<file path="config.mk">
export PLATFORM = sky130hd
export DESIGN_NAME = byteswap_stream
export DESIGN_NICKNAME = d
export VERILOG_FILES = /design/src/rtl/byteswap_pkg.sv /design/src/rtl/byteswap_skid_fifo.sv /design/src/rtl/byteswap_stream.sv
export SDC_FILE = /design/constraint.sdc
export NUM_CORES = 2
export LEC_CHECK = 0
export CAP_MARGIN = 30
export CORE_ASPECT_RATIO = 2
export CORE_MARGIN = 3
export CORE_UTILIZATION = 30
export DETAILED_ROUTE_END_ITERATION = 7
export PLACE_DENSITY = 0.59
export SLEW_MARGIN = 20
export SYNTH_ARGS = -nofsm -noshare
export SYNTH_HDL_FRONTEND = slang
export SYNTH_HIERARCHICAL = 1
export SYNTH_SLANG_ARGS = --single-unit
</file>
<file path="constraint.sdc">
create_clock -name ap_clk -period 31.1 [get_ports ap_clk]
set_clock_uncertainty 0.1 [all_clocks]
set_input_delay 6.22 -clock ap_clk [delete_from_list [all_inputs] [get_ports ap_clk]]
set_output_delay 6.22 -clock ap_clk [all_outputs]
set_load 0.005 [all_outputs]
</file>
<file path="src/rtl/byteswap_pkg.sv">
// byteswap_pkg
// Shared types and the lane-swap helper for the byteswap stream block.
//   swap_mode_e  : PASS / SWAP32 / SWAP64 / RSVD (RSVD behaves like PASS)
//   fsm_state_e  : IDLE / RUN / DONE
//   swap_lane64(): pure function that byte-reverses one 64-bit lane according
//                  to the mode. Wider buses apply it once per 64-bit lane.
package byteswap_pkg;

  typedef enum logic [1:0] {
    PASS   = 2'd0,
    SWAP32 = 2'd1,
    SWAP64 = 2'd2,
    RSVD   = 2'd3
  } swap_mode_e;

  typedef enum logic [1:0] {
    IDLE = 2'd0,
    RUN  = 2'd1,
    DONE = 2'd2
  } fsm_state_e;

  localparam int C_LANE_WIDTH = 64;

  function automatic logic [C_LANE_WIDTH-1:0] swap_lane64(
    input logic [C_LANE_WIDTH-1:0] lane,
    input swap_mode_e              mode
  );
    logic [C_LANE_WIDTH-1:0] res;
    res = lane;
    case (mode)
      SWAP32: begin
        for (int b = 0; b < 4; b++) begin
          res[8*b +: 8]      = lane[8*(3-b) +: 8];
          res[32+8*b +: 8]   = lane[32+8*(3-b) +: 8];
        end
      end
      SWAP64: begin
        for (int b = 0; b < 8; b++) begin
          res[8*b +: 8] = lane[8*(7-b) +: 8];
        end
      end
      default: res = lane;
    endcase
    return res;
  endfunction

endpackage

</file>
<file path="src/rtl/byteswap_skid_fifo.sv">
// byteswap_skid_fifo
// Two-entry FIFO used as the skid buffer between the upstream and downstream
// streams. The head entry is presented combinationally from storage, so a
// push into an empty FIFO is visible on o_data the next cycle.
// The caller never pushes when full nor pops when empty.
// Ports:
//   ap_clk, areset : clock, synchronous active-high reset (empties the FIFO)
//   i_push, i_data : write strobe and data
//   i_pop          : read strobe (advances the head)
//   o_data         : head entry
//   o_occupancy    : number of valid entries, 0..2
module byteswap_skid_fifo #(
  parameter int C_DATA_WIDTH = 512
) (
  input  logic                    ap_clk,
  input  logic                    areset,
  input  logic                    i_push,
  input  logic                    i_pop,
  input  logic [C_DATA_WIDTH-1:0] i_data,
  output logic [C_DATA_WIDTH-1:0] o_data,
  output logic [1:0]              o_occupancy
);

  logic [C_DATA_WIDTH-1:0] r_mem [2];
  logic                    r_wr_ptr;
  logic                    r_rd_ptr;
  logic [1:0]              r_count;

  always_ff @(posedge ap_clk) begin
    if (areset) begin
      r_wr_ptr <= 1'b0;
      r_rd_ptr <= 1'b0;
      r_count  <= 2'd0;
    end else begin
      if (i_push) r_wr_ptr <= ~r_wr_ptr;
      if (i_pop)  r_rd_ptr <= ~r_rd_ptr;
      case ({i_push, i_pop})
        2'b10:   r_count <= r_count + 2'd1;
        2'b01:   r_count <= r_count - 2'd1;
        default: r_count <= r_count;
      endcase
    end
  end

  // Storage carries no reset; validity is tracked by r_count alone.
  always_ff @(posedge ap_clk) begin
    if (i_push) r_mem[r_wr_ptr] <= i_data;
  end

  assign o_data      = r_mem[r_rd_ptr];
  assign o_occupancy = r_count;

endmodule

</file>
<file path="src/rtl/byteswap_stream.sv">
// byteswap_stream
// Streams a fixed number of beats from s_axis to m_axis, byte-swapping each
// beat per the mode latched at start. Data is swapped on entry to a 2-entry
// skid FIFO, so the output side is purely registered.
// Ports:
//   ap_clk, areset                 : clock, synchronous active-high reset
//   ctrl_start                     : one-cycle start pulse (honoured in IDLE only)
//   ctrl_xfer_size_in_bytes        : transfer length, sampled on start
//   ctrl_mode                      : 0 pass, 1 swap32, 2 swap64, 3 pass
//   ctrl_done                      : one-cycle completion pulse
//   busy                           : high in RUN and DONE
//   s_axis_tvalid/tready/tdata     : upstream stream
//   m_axis_tvalid/tready/tdata/tlast : downstream stream
//
// state | meaning
// IDLE  | waiting for ctrl_start
// RUN   | moving beats; leaves on handshake of the final output beat
// DONE  | one cycle, pulses ctrl_done
module byteswap_stream
  import byteswap_pkg::*;
#(
  parameter int C_DATA_WIDTH      = 512,
  parameter int C_XFER_SIZE_WIDTH = 32
) (
  input  logic                         ap_clk,
  input  logic                         areset,
  input  logic                         ctrl_start,
  input  logic [C_XFER_SIZE_WIDTH-1:0] ctrl_xfer_size_in_bytes,
  input  logic [1:0]                   ctrl_mode,
  output logic                         ctrl_done,
  output logic                         busy,
  input  logic                         s_axis_tvalid,
  output logic                         s_axis_tready,
  input  logic [C_DATA_WIDTH-1:0]      s_axis_tdata,
  output logic                         m_axis_tvalid,
  input  logic                         m_axis_tready,
  output logic [C_DATA_WIDTH-1:0]      m_axis_tdata,
  output logic                         m_axis_tlast
);

  localparam int C_BYTES_LOG2 = $clog2(C_DATA_WIDTH / 8);
  localparam int C_NUM_LANES  = C_DATA_WIDTH / C_LANE_WIDTH;

  typedef logic [C_XFER_SIZE_WIDTH-1:0] cnt_t;

  fsm_state_e r_state;
  fsm_state_e w_state_nxt;
  swap_mode_e r_mode;
  cnt_t       r_beats;
  cnt_t       r_in_count;
  cnt_t       r_out_count;

  cnt_t                    w_beats_req;
  logic                    w_push;
  logic                    w_pop;
  logic                    w_s_ready;
  logic                    w_m_valid;
  logic                    w_last_out;
  logic [1:0]              w_occ;
  logic [C_DATA_WIDTH-1:0] w_swapped;
  logic [C_DATA_WIDTH-1:0] w_fifo_data;

  // Ceiling divide as shift plus remainder flag: cannot overflow even for
  // the all-ones size, unlike (size + bytes - 1) >> log2.
  assign w_beats_req = (ctrl_xfer_size_in_bytes >> C_BYTES_LOG2)
                     + cnt_t'(|ctrl_xfer_size_in_bytes[C_BYTES_LOG2-1:0]);

  for (genvar g = 0; g < C_NUM_LANES; g++) begin : g_lane
    assign w_swapped[C_LANE_WIDTH*g +: C_LANE_WIDTH] =
      swap_lane64(s_axis_tdata[C_LANE_WIDTH*g +: C_LANE_WIDTH], r_mode);
  end

  assign w_s_ready  = (r_state == RUN) && (w_occ < 2'd2) && (r_in_count < r_beats);
  assign w_m_valid  = (w_occ != 2'd0);
  assign w_last_out = (r_out_count == r_beats - cnt_t'(1));
  assign w_push     = s_axis_tvalid & w_s_ready;
  assign w_pop      = w_m_valid & m_axis_tready;

  byteswap_skid_fifo #(
    .C_DATA_WIDTH (C_DATA_WIDTH)
  ) u_fifo (
    .ap_clk      (ap_clk),
    .areset      (areset),
    .i_push      (w_push),
    .i_pop       (w_pop),
    .i_data      (w_swapped),
    .o_data      (w_fifo_data),
    .o_occupancy (w_occ)
  );

  always_comb begin
    w_state_nxt = r_state;
    case (r_state)
      IDLE: begin
        if (ctrl_start) begin
          w_state_nxt = (ctrl_xfer_size_in_bytes == '0) ? DONE : RUN;
        end
      end
      RUN:     if (w_pop && w_last_out) w_state_nxt = DONE;
      DONE:    w_state_nxt = IDLE;
      default: w_state_nxt = IDLE;
    endcase
  end

  always_ff @(posedge ap_clk) begin
    if (areset) begin
      r_state     <= IDLE;
      r_mode      <= PASS;
      r_beats     <= '0;
      r_in_count  <= '0;
      r_out_count <= '0;
    end else begin
      r_state <= w_state_nxt;
      if (r_state == IDLE && ctrl_start) begin
        r_mode      <= swap_mode_e'(ctrl_mode);
        r_beats     <= w_beats_req;
        r_in_count  <= '0;
        r_out_count <= '0;
      end else begin
        if (w_push) r_in_count  <= r_in_count + cnt_t'(1);
        if (w_pop)  r_out_count <= r_out_count + cnt_t'(1);
      end
    end
  end

  assign s_axis_tready = w_s_ready;
  assign m_axis_tvalid = w_m_valid;
  assign m_axis_tdata  = w_fifo_data;
  assign m_axis_tlast  = w_m_valid & w_last_out;
  assign ctrl_done     = (r_state == DONE);
  assign busy          = (r_state != IDLE);

endmodule

</file>
* Yosys cells after proc, flatten, opt, wreduce, memory -nomap -nowiden
Memory sizes are Yosys's and may differ from the RTL's. A register that Yosys moved wholly into a read port is not among the register bits.
Cells that the tools add are included.
** Cells by class
- Reductions and logical operators :: 12
- $lt $le $gt $ge :: 2
- Bitwise operators :: 5
- Equality and inequality tests :: 9
- Add/sub/neg operators :: 6
- Multiplexer cells :: 17
** Operator list (number)
- $pmux 64 s2 :: 8
- $add 32x1->32 const B :: 2
- $eq 32x32->1 :: 1
- $logic_not 32->1 :: 1
- $lt 32x32->1 :: 1
- $sub 32x1->32 const B :: 1
- $add 26x1->27 :: 1
- $pmux 2 s2 :: 2
- $eq 2x1->1 const B :: 3
- $eq 2x2->1 const B :: 3
- $mux 2 :: 3
- $reduce_bool 2->1 :: 3
- $reduce_or 6->1 :: 1
- $logic_and 1x1->1 :: 4
- $mux 1 :: 4
- $and 1x1->1 :: 3
- $add 2x1->2 const B :: 1
- $logic_not 2->1 :: 1
- $lt 2x2->1 const B :: 1
- $ne 2x1->1 const B :: 1
- $ne 2x2->1 const B :: 1
- $not 1->1 :: 2
- $reduce_and 2->1 :: 1
- $reduce_or 2->1 :: 1
- $sub 2x1->2 const B :: 1
** Word-level totals
- Bits of input ports :: 551
- Output and inout bits :: 517
- Memories :: 1
- Flip-flop bits (word level) :: 104
- Memory bits (writable) :: 1024
** Memory list
- u_fifo.r_mem :: words 2, bits a word 512, read ports 1, clocked after memory_dff 1, write ports 1, RTL line byteswap_skid_fifo.sv:24 : logic [C_DATA_WIDTH-1:0] r_mem [2];

* Longest topological paths before layout
- Depth in word-level cells :: 6
- Depth in mapped cells :: 15

* Hierarchy
The synthesis kept the hierarchy.
** Modules (own cells, without submodules)
- byteswap_skid_fifo :: times used 1, cells each 1613, area each 37350.8 sq um, sequential area each 30849.6 sq um
- byteswap_stream :: times used 1, cells each 2611, area each 15832.7 sq um, sequential area each 1901.8 sq um

* Worst setup path before layout
No wires, ideal clock.
- Path type :: input to register
- From :: input port s_axis_tvalid
- To :: memory u_fifo.r_mem[0][0] (enable)
- Required time :: 29.602 ns
- Cell stages on the path :: 4
- Path slack :: 1.861 ns
- Data arrival time :: 27.741 ns
- Buffers on the path :: 0
- Cell sequence :: nand3_1 a21oi_1 inv_1 nor2_1
** Between the ends
- Cells in the longest elaborated chain, start to end :: 3
** RTL lines
- start: declaration :: RTL line byteswap_stream.sv:32 : input logic s_axis_tvalid,
- $and 1x1->1 :: RTL line byteswap_stream.sv:76 : assign w_push = s_axis_tvalid & w_s_ready;
- net w_push :: RTL line byteswap_stream.sv:54 : logic w_push;
- $mux 1 :: RTL line byteswap_skid_fifo.sv:47 : if (i_push) r_mem[r_wr_ptr] <= i_data;
- $mux 1 (implied by the code) :: RTL line byteswap_skid_fifo.sv:47
- end: declaration :: RTL line byteswap_skid_fifo.sv:24
The timed path passes the listed nets, and every way through them passes these cells.

==> reports/results.ini <==
[synth]
synth.mux.area_fraction_pct = 11.0
async_flop_share_pct = 0
synth_commonest_cells = sky130_fd_sc_hd__edfxtp_1, sky130_fd_sc_hd__nand2_1, sky130_fd_sc_hd__o21ai_0
post_synth_instance_area_um2 = 53200
synth.net_count = 4809
top_count_cell_post_synth = sky130_fd_sc_hd__edfxtp_1
yosysWarnings = 6
synthTopCellsByArea = sky130_fd_sc_hd__edfxtp_1, sky130_fd_sc_hd__mux2_2, sky130_fd_sc_hd__a22oi_1, sky130_fd_sc_hd__o21ai_0, sky130_fd_sc_hd__nand2_1
synthesized_area_fraction_occupied_by_and_or_nand_nor_cells_pct = 7.54
synthXorXnorAreaFrac_pct = 1.52
synth_adder_area_share_pct = 0.800
synth_edf_count = 1024
largest_family_of_logic_cells_by_synthesized_area = compound AO/OA/AOI/OAI gates
yosysTopAreaCellShare_pct = 57.8
synth-main-ff-cell = sky130_fd_sc_hd__edfxtp_1
postSynthRegisterBits = 1124
synth-seq-area-share_pct = 61.6
synth.largest_area_cell = sky130_fd_sc_hd__edfxtp_1
synth.avg_cell_area_um2 = 12.6
post_synthesis_instance_total = 4224
post_synth_num_cell_types = 69
synth_compound_area_share_pct = 14.0

[placed_design]
post-dp-hpwl_um = 136000
finalWeightedCongestion = 0.958
port_buffers = 1067
placement.cell_area_um2 = 65700

[clock_tree]
clock_tree.htree_level_count = 3
clockRootBuffer = sky130_fd_sc_hd__clkbuf_16
ctsLongestPathBuffers = 3
cts_resized = 0
post_cts_hold_buffer_count = 0
clk-insertion-delay-late_ps = 720
clk_transition_reported_paths_ps = 70
cts.sinks = 1124
cts_post_setup_buffers_inserted = 0
numCtsBuffers = 106
cts_tree = yes

[flow_run]
max_cap_violations = 0

[floorplan]
initial_core_util_pct = 30.2
die_w_um = 304
num_rows = 218
num_io_pins = 1068
die_height_um = 601
dieArea_um2 = 183000
core_area_um2 = 176000

[setup_path]
cp_num_cells = 5
cp_slowest_cell = sky130_fd_sc_hd__buf_4
path_delay_family = buffers and inverters
reg_to_reg_critical_path_endpoint = u_fifo/r_mem[1][486]$_DFFE_PP_
slowest_delay_ps = 840
crit_type = reg -> out
worst-endpoint-required_ps = 24780
r2r_cells = 14
timing.critical_path.arrival_ps = 4660
timing.reg2reg.setup_slack_ps = 24950
crit_path_start_kind = flop
timing.critical_path.cells = buf_4 -> buf_4 -> buf_4 -> mux2_2 -> clkdlybuf4s50_1
critical_path.max_fanout = 71
worstPathBufferInverterCount = 4
endpoint_kind = primary output
timing.rr.start = r_beats[13]$_SDFFE_PP0P_
critical-path-top-cell-by-count = sky130_fd_sc_hd__buf_4

[global_routing]
grt_antenna_before_repair = 56
grt.total_usage_pct = 19.2
grt_first_pass_wirelength_um = 262000
grt_start_max_net_pins = 138
grt_remaining_overflow = 0
grt_pass1_vias = 38785

[power_and_ir_drop]
p_comb_share_pct = 22.7
vdd_ir_drop_max_mv = 0.0558
leakagePower_nw = 22.7
power.net_switching_w = 0.00108
power_per_cell_area_nw_per_um2 = 57.9
power_frac_seq_pct = 43.7
swShare_pct = 26.9
clkPwrFrac_pct = 33.6
power.internal_w = 0.00294

[sta]
clock.fmax_mhz = 91.1
finalHoldViolCount = 0
setup_violations = 0
timing_worst_slew_pin_value_ps = 977
finalWorstPathRequiredPeriod_ps = 10980
grt_setup_unrepaired = no
slew-limit-headroom_pct = 34.6
finalMaxSlewViolations = 0
finalCritPeriodShare_pct = 35.3
fin_tns_setup_ps = 0

[layout]
design.final.nets = 5722
drive_gt1_share_pct = 15.1
flow.area_growth_from_synthesis_pct = 30.6
final_core_utilization_pct = 39.4
finish.instance_area_um2 = 69400
filler_instances = 16904

[worst_hold_path]
hold_class = reg -> reg
min_from = r_in_count[29]$_SDFFE_PP0P_
hold_depth = 1
min_to = r_in_count[29]$_SDFFE_PP0P_

[drt]
detailedRoute.firstIterationViolations = 2963
postRouteWirelength_um = 184000
drc = 0
route.antenna.remaining_nets = 0
route.detailed.wl_per_inst_um = 24.3
detailroute.via_count = 39075
drt_pre_antenna_iters = 6
detail_route.vias_per_cell = 5.16

[outcome]
run_status = complete, no violations

==> flip-flops by register name, summed over array words and instances (netlist names), 2 cells and up, named ones only <==
name,cells
u_fifo/r_mem,1024
r_out_count,32
r_in_count,32
r_beats,27
u_fifo/o_occupancy,2
r_state,2
r_mode,2
==> stage by stage <==
stage / hold slack, ps / total power (W) / cells / setup WS (ps)
floorplan: 320 / 0.00227 / 4224 / 1860
CTS: 366 / 0.00407 / 7534 / 19900
finish: 361 / 0.00402 / 7578 / 20120
detailed placement: 345 / 0.00270 / 7335 / 19810
global route: 388 / 0.00418 / 7569 / 19800
global placement: 334 / 0.00269 / 7324 / 19610
==> placed cells by master, fill, tap and decap left out, drive strengths merged, types with 9 or more instances in the layout <==
master / instances
ha: 34
dfxtp: 100
or3: 15
nand2: 584
inv: 53
a211oi: 30
a21oi: 37
nor4: 22
xnor2: 42
and3: 17
buf: 72
o21ai: 533
bufinv: 13
or4: 10
clkdlybuf4s50: 1067
edfxtp: 1024
nand4: 42
xor2: 50
mux2: 512
clkbuf: 120
nor3: 23
and4: 9
clkinvlp: 14
nand3: 39
clkinv: 48
nor2: 102
a22oi: 512
o211ai: 10
nand2b: 9
diode: 40
and2: 12
==> worst max path at each step <==
stage	end	slack [ps]
detailed placement	u_fifo/r_mem[0][100]$_DFFE_PP_	19810
global route	m_axis_tdata[506]	19800
global placement	u_fifo/r_mem[0][284]$_DFFE_PP_	19610
finish	m_axis_tdata[487]	20120
CTS	m_axis_tdata[316]	19900
floorplan	u_fifo/r_mem[0][0]$_DFFE_PP_	1860
==> final cells by class <==
class	instances	area (µm²)	share of cell area (%)
inverter	48	180	0.259
timing repair buffer	1140	11400	16.4
tap	2310	2890	4.16
clock buffer	119	2740	3.95
antenna	40	100	0.144
clock inverter	80	837	1.21
sequential	1124	32800	47.2
multi-input combinational	2717	18600	26.7
==> power by group through the flow <==
stage | logic, W | registers [W] | clock network (W)
3_3_place_gp | 0.000901 | 0.00179 | 0
4_1_cts | 0.000920 | 0.00176 | 0.00139
5_1_grt | 0.000976 | 0.00176 | 0.00145
2_1_floorplan | 0.000451 | 0.00182 | 0
3_5_place_dp | 0.000914 | 0.00179 | 0
6_report | 0.000911 | 0.00176 | 0.00135
==> metal layers <==
layer / GRT usage, % / part of all wire, % / vias up
li1: - / - / 18024
met1: 20.1 / 36 / 19084
met2: 34.4 / 51 / 1622
met3: 5.70 / 8.2 / 331
met4: 9.99 / 5.3 / 14
met5: 0 / 0.054 / -
==> cell families (layout without fill, tap and decap cells) <==
logic type | count (synthesis) | in the layout
AO/OA/AOI/OAI | 1170 | 1170
XOR/XNOR | 92 | 92
adder cells (fa/ha/maj) | 34 | 34
buffers and inverters | 383 | 1387
flip-flops | 1124 | 1124
multiplexers | 518 | 518
other | 0 | 40
AND/OR/NAND/NOR | 903 | 903
Note: power is estimated with default switching activity, not from simulation.
